`config.mk`:
```
export PLATFORM = sky130hd
export DESIGN_NAME = jtag_master_shifter_flat
export DESIGN_NICKNAME = d
export VERILOG_FILES = /design/src/rtl/jtag_master_shifter_if.sv /design/src/rtl/jtag_master_shifter.sv /design/src/flat_wrapper.sv
export SDC_FILE = /design/constraint.sdc
export NUM_CORES = 1
export LEC_CHECK = 0
export ABC_AREA = 1
export CAP_MARGIN = 5
export CORE_ASPECT_RATIO = 0.9
export CORE_UTILIZATION = 27
export DETAILED_ROUTE_END_ITERATION = 8
export GPL_TIMING_DRIVEN = 0
export PLACE_DENSITY = 0.46
export SETUP_SLACK_MARGIN = 0.3
export SLEW_MARGIN = 20
export SYNTH_ARGS = -nofsm -noshare
export SYNTH_HDL_FRONTEND = slang
export SYNTH_SLANG_ARGS = --single-unit
```
`constraint.sdc`:
```
create_clock -name clk -period 3.8 [get_ports clk]
set_input_delay 0.76 -clock clk [delete_from_list [all_inputs] [get_ports clk]]
set_output_delay 0.76 -clock clk [all_outputs]
set_load 0.01 [all_outputs]
```
`src/rtl/jtag_master_shifter_if.sv`:
```
// Command/response bundle between a bus-side client and the JTAG master shifter.
interface jtag_master_shifter_if #(
  parameter int MAX_LEN = 64
) ();
  logic               start_i;
  logic               reset_tap_i;
  logic               is_ir_i;
  logic [6:0]         len_i;
  logic [MAX_LEN-1:0] data_i;
  logic               busy_o;
  logic               done_o;
  logic [MAX_LEN-1:0] data_o;

  modport master (
    output start_i, reset_tap_i, is_ir_i, len_i, data_i,
    input  busy_o, done_o, data_o
  );

  modport slave (
    input  start_i, reset_tap_i, is_ir_i, len_i, data_i,
    output busy_o, done_o, data_o
  );
endinterface

```
`src/rtl/jtag_master_shifter.sv`:
```
// JTAG initiator: walks the TAP from Run-Test/Idle through an IR/DR scan (or a
// TAP reset) and back, driving TCK/TMS/TDI and capturing TDO into data_o.
module jtag_master_shifter #(
  parameter int CLK_DIV = 2,
  parameter int MAX_LEN = 64
) (
  input  logic                 clk,
  input  logic                 rst_n,
  jtag_master_shifter_if.slave bus,
  output logic                 jtag_clk_o,
  output logic                 jtag_tms_o,
  output logic                 jtag_tdi_o,
  input  logic                 jtag_tdo_i
);
  localparam int            CW      = $clog2(2 * CLK_DIV);
  localparam int            IW      = (MAX_LEN > 1) ? $clog2(MAX_LEN) : 1;
  localparam logic [CW-1:0] RISE_AT = CW'(CLK_DIV - 1);
  localparam logic [CW-1:0] FALL_AT = CW'(2 * CLK_DIV - 1);
  localparam logic [6:0]    LEN_MAX = 7'(MAX_LEN);

  typedef enum logic [2:0] {
    S_IDLE, S_RESET_SEQ, S_PRE, S_SHIFT, S_POST, S_DONE
  } state_t;

  // TMS value for TCK number b inside a walking state.
  function automatic logic tms_of(state_t s, logic [6:0] b, logic [6:0] len, logic ir);
    case (s)
      S_RESET_SEQ: tms_of = (b < 7'd5);
      S_PRE:       tms_of = ir ? (b < 7'd2) : (b == 7'd0);
      S_SHIFT:     tms_of = (b == len - 7'd1);
      S_POST:      tms_of = (b == 7'd0);
      default:     tms_of = 1'b0;
    endcase
  endfunction

  // Index of the last TCK spent in a walking state.
  function automatic logic [6:0] last_of(state_t s, logic [6:0] len, logic ir);
    case (s)
      S_RESET_SEQ: last_of = 7'd5;
      S_PRE:       last_of = ir ? 7'd3 : 7'd2;
      S_SHIFT:     last_of = len - 7'd1;
      default:     last_of = 7'd1;
    endcase
  endfunction

  function automatic state_t follow_of(state_t s);
    case (s)
      S_PRE:   follow_of = S_SHIFT;
      S_SHIFT: follow_of = S_POST;
      default: follow_of = S_DONE;
    endcase
  endfunction

  state_t             r_state, w_state, w_nstate;
  logic [CW-1:0]      r_cnt, w_cnt;
  logic [6:0]         r_bit, w_bit, w_nbit;
  logic               r_arm, w_arm;     // first clk of a command: load first TMS
  logic               r_auto, w_auto;   // post-reset TAP reset, no done pulse
  logic [6:0]         r_len, w_len;
  logic               r_is_ir, w_is_ir;
  logic [MAX_LEN-1:0] r_data, w_data;
  logic [MAX_LEN-1:0] r_cap, w_cap;
  logic               r_tck, w_tck;
  logic               r_tms, w_tms;
  logic               r_tdi, w_tdi;
  logic               r_busy, w_busy;
  logic               r_done, w_done;

  assign jtag_clk_o  = r_tck;
  assign jtag_tms_o  = r_tms;
  assign jtag_tdi_o  = r_tdi;
  assign bus.busy_o  = r_busy;
  assign bus.done_o  = r_done;
  assign bus.data_o  = r_cap;

  // Register every state bit and pin; all outputs come straight from flops.
  always_ff @(posedge clk) begin
    if (!rst_n) begin
      r_state <= S_IDLE;
      r_cnt   <= '0;
      r_bit   <= '0;
      r_arm   <= 1'b0;
      r_auto  <= 1'b1;
      r_len   <= '0;
      r_is_ir <= 1'b0;
      r_data  <= '0;
      r_cap   <= '0;
      r_tck   <= 1'b0;
      r_tms   <= 1'b1;
      r_tdi   <= 1'b0;
      r_busy  <= 1'b0;
      r_done  <= 1'b0;
    end else begin
      r_state <= w_state;
      r_cnt   <= w_cnt;
      r_bit   <= w_bit;
      r_arm   <= w_arm;
      r_auto  <= w_auto;
      r_len   <= w_len;
      r_is_ir <= w_is_ir;
      r_data  <= w_data;
      r_cap   <= w_cap;
      r_tck   <= w_tck;
      r_tms   <= w_tms;
      r_tdi   <= w_tdi;
      r_busy  <= w_busy;
      r_done  <= w_done;
    end
  end

  // Next state: accept commands, pace TCK, step through the TMS walk.
  always_comb begin
    w_state  = r_state;
    w_cnt    = r_cnt;
    w_bit    = r_bit;
    w_arm    = 1'b0;
    w_auto   = r_auto;
    w_len    = r_len;
    w_is_ir  = r_is_ir;
    w_data   = r_data;
    w_cap    = r_cap;
    w_tck    = r_tck;
    w_tms    = r_tms;
    w_tdi    = r_tdi;
    w_busy   = r_busy;
    w_done   = 1'b0;
    w_nstate = r_state;
    w_nbit   = r_bit;
    case (r_state)
      S_IDLE: begin
        if (r_auto) begin
          w_state = S_RESET_SEQ;
          w_arm   = 1'b1;
          w_busy  = 1'b1;
          w_cap   = '0;
        end else if (bus.start_i && !r_done) begin
          // The done clk still has busy low, but a start there is dropped.
          w_state = bus.reset_tap_i ? S_RESET_SEQ : S_PRE;
          w_arm   = 1'b1;
          w_busy  = 1'b1;
          w_cap   = '0;
          w_len   = (bus.len_i > LEN_MAX) ? LEN_MAX : bus.len_i;
          w_is_ir = bus.is_ir_i;
          w_data  = bus.data_i;
        end
      end
      S_DONE: begin
        w_state = S_IDLE;
        w_busy  = 1'b0;
        w_done  = !r_auto;
        w_auto  = 1'b0;
      end
      default: begin
        if (r_arm) begin
          if (r_state == S_PRE && r_len == 7'd0) begin
            w_state = S_DONE;
          end else begin
            w_cnt = '0;
            w_bit = '0;
            w_tck = 1'b0;
            w_tms = tms_of(r_state, 7'd0, r_len, r_is_ir);
            w_tdi = 1'b0;
          end
        end else if (r_cnt == RISE_AT) begin
          w_tck = 1'b1;
          w_cnt = r_cnt + CW'(1);
          if (r_state == S_SHIFT)
            w_cap[r_bit[IW-1:0]] = jtag_tdo_i;
        end else if (r_cnt == FALL_AT) begin
          w_tck = 1'b0;
          w_cnt = '0;
          if (r_bit == last_of(r_state, r_len, r_is_ir)) begin
            w_nstate = follow_of(r_state);
            w_nbit   = '0;
          end else begin
            w_nbit   = r_bit + 7'd1;
          end
          w_state = w_nstate;
          w_bit   = w_nbit;
          if (w_nstate != S_DONE)
            w_tms = tms_of(w_nstate, w_nbit, r_len, r_is_ir);
          w_tdi = (w_nstate == S_SHIFT) ? r_data[w_nbit[IW-1:0]] : 1'b0;
        end else begin
          w_cnt = r_cnt + CW'(1);
        end
      end
    endcase
  end
endmodule

```
`src/flat_wrapper.sv`:
```
// flat-port wrapper written by rule: the top's interface ports become plain ports
module jtag_master_shifter_flat 
#(
  parameter int CLK_DIV = 2,
  parameter int MAX_LEN = 64
)
  (clk, rst_n, jtag_clk_o, jtag_tms_o, jtag_tdi_o, jtag_tdo_i, bus_start_i, bus_reset_tap_i, bus_is_ir_i, bus_len_i, bus_data_i, bus_busy_o, bus_done_o, bus_data_o);
  jtag_master_shifter_if #(.MAX_LEN(MAX_LEN)) bus_i ();
  input  logic clk;
  input  logic rst_n;
  output logic jtag_clk_o;
  output logic jtag_tms_o;
  output logic jtag_tdi_o;
  input  logic jtag_tdo_i;
  input wire logic [$bits(bus_i.start_i)-1:0] bus_start_i;
  input wire logic [$bits(bus_i.reset_tap_i)-1:0] bus_reset_tap_i;
  input wire logic [$bits(bus_i.is_ir_i)-1:0] bus_is_ir_i;
  input wire logic [$bits(bus_i.len_i)-1:0] bus_len_i;
  input wire logic [$bits(bus_i.data_i)-1:0] bus_data_i;
  output wire logic [$bits(bus_i.busy_o)-1:0] bus_busy_o;
  output wire logic [$bits(bus_i.done_o)-1:0] bus_done_o;
  output wire logic [$bits(bus_i.data_o)-1:0] bus_data_o;
  assign bus_i.start_i = bus_start_i;
  assign bus_i.reset_tap_i = bus_reset_tap_i;
  assign bus_i.is_ir_i = bus_is_ir_i;
  assign bus_i.len_i = bus_len_i;
  assign bus_i.data_i = bus_data_i;
  assign bus_busy_o = bus_i.busy_o;
  assign bus_done_o = bus_i.done_o;
  assign bus_data_o = bus_i.data_o;
  jtag_master_shifter #(.CLK_DIV(CLK_DIV), .MAX_LEN(MAX_LEN)) u_core (.clk(clk), .rst_n(rst_n), .bus(bus_i), .jtag_clk_o(jtag_clk_o), .jtag_tms_o(jtag_tms_o), .jtag_tdi_o(jtag_tdi_o), .jtag_tdo_i(jtag_tdo_i));
endmodule
```
Word-level counts from Yosys, hierarchy flattened
Cells that the tools add are included.

Add/sub/neg operators: 3. Magnitude comparators: 6. Equality and inequality tests: 20. Mux-type cells: 66. Bitwise gates (word level): 3. Reductions and logical operators: 28.

Operators with widths (count): 64-bit 2-to-1 mux (5); 64-bit case mux with 2 select lines (1); 7-bit 2-to-1 mux (14); 64-bit bitwise mux (1); 3-bit 2-to-1 mux (11); 7-bit zero test (3); 1-bit 2-to-1 mux (21); 7-bit case mux with 3 select lines (1); 7-bit equality test (2); 6-bit by 7-bit < comparator with 1-bit output (second input constant) (2); 3-bit by 2-bit equality test with 1-bit output (second input constant) (4); 3-bit case mux with 2 select lines (2); 2-bit 2-to-1 mux (5); 5-bit AND reduction (2); 2-bit nonzero test (5); 3-bit equality test (second input constant) (3); 2-bit AND reduction (4); 4-bit AND reduction (2); 7-bit by 1-bit adder with 7-bit output (second input constant) (1); 7-bit > comparator (second input constant) (1); 7-bit by 2-bit < comparator with 1-bit output (second input constant) (1); 7-bit by 3-bit < comparator with 1-bit output (second input constant) (1); 7-bit by 1-bit subtractor with 7-bit output (second input constant) (1); 1-bit binary-select mux with 6-bit select (1); 23 further kinds (32).

Flip-flop bits (word level): 155.

Logic depth before layout (Yosys ltp)
Gate-level depths: netlist of the first run.

Word-level depth: 19. Mapped depth: 25. Gate-level depth less buffers: 24.

Worst setup path after synthesis of the first run
No wires, ideal clock.

Path kind: register -> register. Start: register u_core.r_len[0]. End: register u_core.r_tdi (netlist: u_core.jtag_tdi_o). Library setup time: 0.113 ns. Arrival: 2.251 ns. Required time: 3.687 ns. Setup slack: 1.436 ns. Cell stages (with the launch flop): 23. Buffers on the path: 2. Cells stage by stage: dfxtp_1 > inv_1 > ha_1 > nand2_1 > nand2_1 > nand2_1 > nand2_1 > a21oi_1 > nand3_1 > nor2_1 > nand2_2 > buf_6 > buf_2 > nand3_1 > nand3_1 > nand2_1 > nand2_1 > nand2_1 > nand3_1 > nand2_1 > nand2_1 > nand3_1 > nand2_1.

Cells in the longest elaborated chain, start to end: 18.

Ends and longest elaborated chain: from (decl) (line jtag_master_shifter.sv:59) `logic [6:0] r_len, w_len;`; from (signal assigned) (line jtag_master_shifter.sv:99) `r_len <= w_len;`; 7-bit by 1-bit subtractor with 7-bit output (line jtag_master_shifter.sv:41) `S_SHIFT: last_of = len - 7'd1;`; 7-bit case mux with 3 select lines (line jtag_master_shifter.sv:38) `case (s)`; 7-bit 2-to-1 mux (line jtag_master_shifter.sv:169) `end else if (r_cnt == FALL_AT) begin`; 7-bit 2-to-1 mux (line jtag_master_shifter.sv:164) `end else if (r_cnt == RISE_AT) begin`; 7-bit 2-to-1 mux (line jtag_master_shifter.sv:154) `if (r_arm) begin`; 7-bit 2-to-1 mux (line jtag_master_shifter.sv:129) `case (r_state)`; 7-bit equality test (line jtag_master_shifter.sv:172) `if (r_bit == last_of(r_state, r_len, r_is_ir)) begin`; 7-bit 2-to-1 mux (line jtag_master_shifter.sv:172); [2 not listed]; 7-bit 2-to-1 mux (line jtag_master_shifter.sv:154); 7-bit 2-to-1 mux (line jtag_master_shifter.sv:129); 1-bit binary-select mux with 6-bit select (line jtag_master_shifter.sv:182) `w_tdi = (w_nstate == S_SHIFT) ? r_data[w_nbit[IW-1:0]] : 1'b0;`; 1-bit 2-to-1 mux (implied by the code) (line jtag_master_shifter.sv:182); 1-bit 2-to-1 mux (line jtag_master_shifter.sv:182); 1-bit 2-to-1 mux (line jtag_master_shifter.sv:169); 1-bit 2-to-1 mux (line jtag_master_shifter.sv:164); 1-bit 2-to-1 mux (line jtag_master_shifter.sv:154); to (signal assigned) (line jtag_master_shifter.sv:105) `r_tdi <= w_tdi;`; to (decl) (line jtag_master_shifter.sv:65) `logic r_tdi, w_tdi;`.

Parallel ways exist; a longest one is shown, timed or not. The select of a mux whose other input is x is not followed. A chain may end at the register's enable or synchronous reset.

Final worst setup path of the first run
Same ends and word-level chain as after synthesis.

==> results of run 1 <==
[critical path, delay by kind of cell, from the launching register on]
| family | cells | cell delay [ns] |
|---|---|---|
| AO/OA/AOI/OAI | 2 | 0.35 |
| adder cells (fa/ha/maj) | 1 | 0.29 |
| buffers and inverters | 3 | 0.54 |
| flip-flops | 1 | 0.35 |
| AND/OR/NAND/NOR | 16 | 1.51 |
[cells by family after synthesis]
kind of cell    count (synthesis)
compound gates                254
xor+xnor                        9
fa+ha+maj                       5
simple gates                  616
buf+inv                       126
flops                         155
[metal layers]
metal | vias to the layer above | GRT usage | part of all wire | wire length, µm
met5 | - | 0 | 0 | 0
met4 | 0 | 0.04815 | 0.0094 | 256
met3 | 17 | 0.04025 | 0.054 | 1482
met2 | 188 | 0.2955 | 0.44 | 11850
met1 | 3637 | 0.2806 | 0.50 | 13610
li1 | 4142 | - | - | -
[cell type report]
class	count	share of cell area
inverters	62	0.02307
clock buffers	17	0.04218
clock inverters	15	0.01910
multi-input cells	884	0.3935
plain buffers	64	0.02766
repair buffers	144	0.1429
well taps	354	0.04392
flip-flops and latches	155	0.3077
[registers in the layout, summed over array words and instances (netlist names)]
register           cells
u_core.bus.busy_o      1
u_core.bus.data_o     64
u_core.bus.done_o      1
u_core.jtag_clk_o      1
u_core.jtag_tdi_o      1
u_core.jtag_tms_o      1
u_core.r_arm           1
u_core.r_auto          1
u_core.r_bit           7
u_core.r_cnt           2
u_core.r_data         64
u_core.r_is_ir         1
u_core.r_len           7
u_core.r_state         3
[cell usage in the layout, fill, tap and decap left out, types with 3 or more instances in the layout]
cell | netlist | final
a211oi_1 | 4 | 4
a21oi_1 | 94 | 94
a22oi_1 | 3 | 3
buf_1 | 8 | 8
buf_2 | 4 | 4
buf_4 | 5 | 5
clkbuf_1 | 45 | 45
clkbuf_16 | 0 | 17
clkdlybuf4s50_1 | 0 | 144
clkinv_1 | 3 | 3
dfxtp_1 | 155 | 155
ha_1 | 5 | 5
inv_1 | 51 | 51
inv_2 | 8 | 8
inv_6 | 0 | 6
inv_8 | 0 | 5
nand2_1 | 233 | 233
nand2_2 | 8 | 8
nand3_1 | 79 | 79
nand4_1 | 5 | 5
nor2_1 | 272 | 272
nor2_2 | 3 | 3
nor3_1 | 9 | 9
o21ai_0 | 136 | 136
o22ai_1 | 5 | 5
xnor2_1 | 3 | 3
xor2_1 | 6 | 6
[through the flow]
stage | power [mW] | utilization | worst slack, ns | hold slack [ns]
global route | 5.455 | 0.3692 | 0.3660 | 0.4751
detailed placement | 3.320 | 0.3466 | 0.7061 | 0.4486
finish | 5.120 | 0.3692 | 0.6369 | 0.4609
floorplan | 2.797 | - | 1.436 | 0.4297
CTS | 5.164 | 0.3692 | 0.6922 | 0.4583
global placement | 3.316 | 0.3466 | 0.7194 | 0.4427
[power by group]
group	total [mW]	internal [mW]	switching [mW]
Combinational	1.56	0.493	1.07
Sequential	1.73	1.69	0.0425
Clock	1.83	1.01	0.824
Total	5.12	3.19	1.93
[worst max path at each step]
| stage | end | slack [ns] | cells after the start |
|---|---|---|---|
| 2_1_floorplan | u_core.jtag_tdi_o | 1.44 | 22 |
| 3_3_place_gp | u_core.jtag_tdi_o | 0.72 | 21 |
| 3_5_place_dp | u_core.jtag_tdi_o | 0.71 | 20 |
| 4_1_cts | u_core.jtag_tdi_o | 0.69 | 20 |
| 5_1_grt | u_core.bus.data_o[58] | 0.37 | 11 |
| 6_report | u_core.jtag_tdi_o | 0.64 | 22 |
==> out/results.ini, run 1 <==
[clock_network]
clock_tree.root_cell=clkbuf_16
postCtsHoldBufs=0
cts_setup_buffers=0
cts_sinks=155
numCtsBuffers=17
cts_max_level=4
clk_path_buf_depth=2
clk_pin_slew_ns=0.07
cts_tree=built
clk_latency_ns=0.45
ctsResizeCount=0

[synthesis]
ys_ff_latch=155
synthXorXnorAreaFrac=0.01039
synth_edf_count=0
yosys.area_share.simple=0.3287
synth_largest_area_cell=dfxtp_1
syn_avg_cell_area_um2=6.509
yosys.area_share.adder=0.008249
synth_top_family_by_area=simple AND/OR/NAND/NOR gates
synth.area.top_cells=dfxtp_1 41%, nor2_1 13%, nand2_1 12%
synth_seq_area_share=0.4092
yosysMostFrequentCell=nor2_1
synth_nets=1247
synth_commonest_cells=272 x nor2_1, 233 x nand2_1, 155 x dfxtp_1
synth_compound_area_frac=0.1760
synthMuxAreaShare=0
yosysUniqueCellTypes=40
syn_inst=1165
async_flop_share=0
synth_area_um2=7584
yosys_warnings=0
synth_ff_type=dfxtp_1
synth_top_area_share=0.4092

[critical_path]
path_class=reg2reg
r2r_cells=22
cp_data_required_time_ns=4.12
r2r-start=u_core.r_len[0]
r2r_setup_slack_ns=0.64
cp_slowest_cell=dfxtp_1
rr_endpoint=u_core.jtag_tdi_o
crit_arrival_ns=3.48
startpoint_type=flop
crit_fanout=10
slowest_delay_ns=0.35
critPathCaptureType=flop
cp_cell_sequence=inv_1, ha_1, inv_1, nand2_1, nand2_1, nand2_1, nand2_1, a21oi_1, nand3_1, nor2_1, nand2_2, nand2_2, buf_2, nand2_1, a21oi_1, nor2_1, nand2_1, nand3_1, nand2_1, nand2_1, nand3_1, nand2_1
crit_path_frequent_cell=nand2_1
worstSetupStartpoint=u_core.r_len[0]

[timing]
fmax_ghz=0.3162
finalHoldViolCount=0
final.min_clock_period_ns=3.163
finClkSkew_ns=0.02198
slew_headroom=0.5346
setup_tns_ns=0
period_share=0.8324
rsz0062_at_grt=no
slew_violations=0
worstMarginPinSlew_ns=0.6982
setup_violations=0

[floorplanning]
fp.dieH_um=161.0
die_area_um2=28760
die_x_um=178.7
num_io_pins=146
rows=57
start_util=0.2776
core_um2=27310

[finish]
diodes=0
final_nets=1410
drive_above_1_share=0.04922
regArea_um2=3103
multi_input_area_um2=3969
area_growth_pct=33.00
fin_area_um2=10090
nFillCells=2940
instances_no_fill=1695

[detailed_routing]
wirelength_mm=27.20
routed_via_density=4.710
routedWlPerCell_um=16.05
ant_nets=0
firstDrtPassIters=7
vias=7984
drc=0
drt_iter0_drc=555

[place]
gp_congestion=0.8933
dp_cells=1663
dp_hpwl_mm=19.98
place_area_um2=9468
portBuffers=144

[min_path]
min_from=u_core.r_data[22]
holdCritPathClass=reg2reg
min_to=u_core.r_data[22]
holdPathStages=2

[power_and_ir_drop]
p_per_area_nw_per_um2=507.6
vdd_drop_max_v=0.0003524
p_leak_nw=3.653

[job]
maxCapViolations=0

[global_route]
grt_pass1_wl_mm=42.77
grt_max_degree=18
antenna_found_initial=0
grt_pass1_vias=7661
overflow=0
track_usage=0.1952

[outcome]
outcome=finished clean

Note: power is estimated with default switching activity, not from simulation.
==> inputs of run 2 (changes only) <==
- clock period: 3.8 -> 3.3 ns (I/O delays scaled with it)
==> out/results.ini, run 2 (same netlist as run 1, synthesis figures left out) <==
[outcome]
outcome=finished clean

[detailed_routing]
routedWlPerCell_um=16.05
vias=8002
wirelength_mm=27.25
routed_via_density=4.715
ant_nets=0
drt_iter0_drc=558
firstDrtPassIters=6
drc=0

[critical_path]
r2r_setup_slack_ns=0.45
r2r-start=u_core.r_bit[0]
critPathCaptureType=flop
startpoint_type=flop
crit_fanout=10
r2r_cells=8
cp_data_required_time_ns=3.59
rr_endpoint=u_core.bus.data_o[0]
crit_arrival_ns=3.14
path_class=reg2reg

[finish]
layout_common_cells=271 x nor2_1, 233 x nand2_1, 154 x dfxtp_1
drive_above_1_share=0.05957
final_nets=1412
instances_no_fill=1697
utilization=0.3726
area_growth_pct=34.22
final_common_cell=nor2_1
diodes=0

[global_route]
grt_pass1_wl_mm=42.84
antenna_found_initial=0
grt_pass1_vias=7656
grt_max_degree=18
overflow=0
track_usage=0.1955

[floorplanning]
fp.dieH_um=161.0
core_um2=27310
num_io_pins=146
die_area_um2=28760
rows=57
die_x_um=178.7
start_util=0.2776

[timing]
final.min_clock_period_ns=2.846
rsz0062_at_grt=yes
setup_violations=0
period_share=0.8624
finalHoldViolCount=0
worstMarginPinSlew_ns=0.7131
slew_violations=0
fin_hold_ws_ns=0.4600
fmax_ghz=0.3514
slew_headroom=0.5246
setup_tns_ns=0
finClkSkew_ns=0.02174

[clock_network]
cts_sinks=155
numCtsBuffers=17
clk_pin_slew_ns=0.07
clk_path_buf_depth=2
postCtsHoldBufs=0
clock_tree.root_cell=clkbuf_16
cts_max_level=4
cts_tree=built
clk_latency_ns=0.45

[job]
maxCapViolations=0

[place]
dp_cells=1663
dp_hpwl_mm=19.98
gp_congestion=0.8933
portBuffers=144

[min_path]
min_to=u_core.r_data[23]
min_from=u_core.r_data[23]
holdPathStages=2
holdCritPathClass=reg2reg

[power_and_ir_drop]
finalPower_mw=5.950
p_per_area_nw_per_um2=584.6
vdd_drop_max_v=0.0004105
p_leak_nw=3.685

==> run 2: how the worst max path moves through the flow <==
stage	start	end	slack [ns]	depth (start not counted)
after floorplan	u_core.r_len[0]	u_core.jtag_tdi_o	0.94	22
after global placement	u_core.r_len[0]	u_core.jtag_tdi_o	0.22	21
after detailed placement	u_core.r_len[0]	u_core.jtag_tdi_o	0.21	20
after CTS	u_core.r_len[0]	u_core.jtag_tdi_o	0.28	22
after global routing	u_core.r_bit[0]	u_core.bus.data_o[54]	0.24	8
final	u_core.r_bit[0]	u_core.bus.data_o[0]	0.45	8
==> run 2: what timing repair did <==
action | in CTS | in global routing
gates resized for setup | 5 | 21
pin swaps | 0 | 1
endpoints found under the hold margin | 0 | 0
cloned | 0 | 0
buffers inserted | 0 | 2
endpoints found under the setup margin | 22 | 23
==> run 2: worst max-delay path, cell delays in order, from the launching register on <==
cell and delay, ns:
dfxtp_1 0.42, inv_1 0.11, buf_2 0.29, buf_1 0.57, nand3_1 0.64, nor2_1 0.32, nor2_1 0.07, o21ai_0 0.20
a21oi_1 0.09
==> run 2: cell type report <==
class                      count  area, µm²
multi-input combinational    884       4026
fill                        2929      17140
tap                          354      442.9
inverter                      62      235.2
sequential                   155       3104
clock inverter                15      192.7
timing repair buffer         146       1456
clock buffer                  17      425.4
buffer                        64      295.3
==> run 2: stage by stage <==
| step | cell area (µm²) | setup WS (ns) |
|---|---|---|
| finish | 10180 | 0.4539 |
| global route | 10180 | 0.2438 |
| CTS | 10100 | 0.2814 |
| detailed placement | 9468 | 0.2061 |
| global placement | 9468 | 0.2194 |
| floorplan | 7584 | 0.9358 |
==> run 2: routing by layer <==
layer,vias up,track usage,share of wire
li1,4146,-,-
met1,3646,0.2816,0.49
met3,15,0.04025,0.061
met2,195,0.2953,0.44
met5,-,0,0
met4,0,0.04815,0.0094
==> run 2: power breakdown <==
| group | switching, mW | internal [mW] | total, mW |
|---|---|---|---|
| Combinational | 1.25 | 0.602 | 1.85 |
| Clock | 0.946 | 1.16 | 2.11 |
| Sequential | 0.0499 | 1.94 | 1.99 |
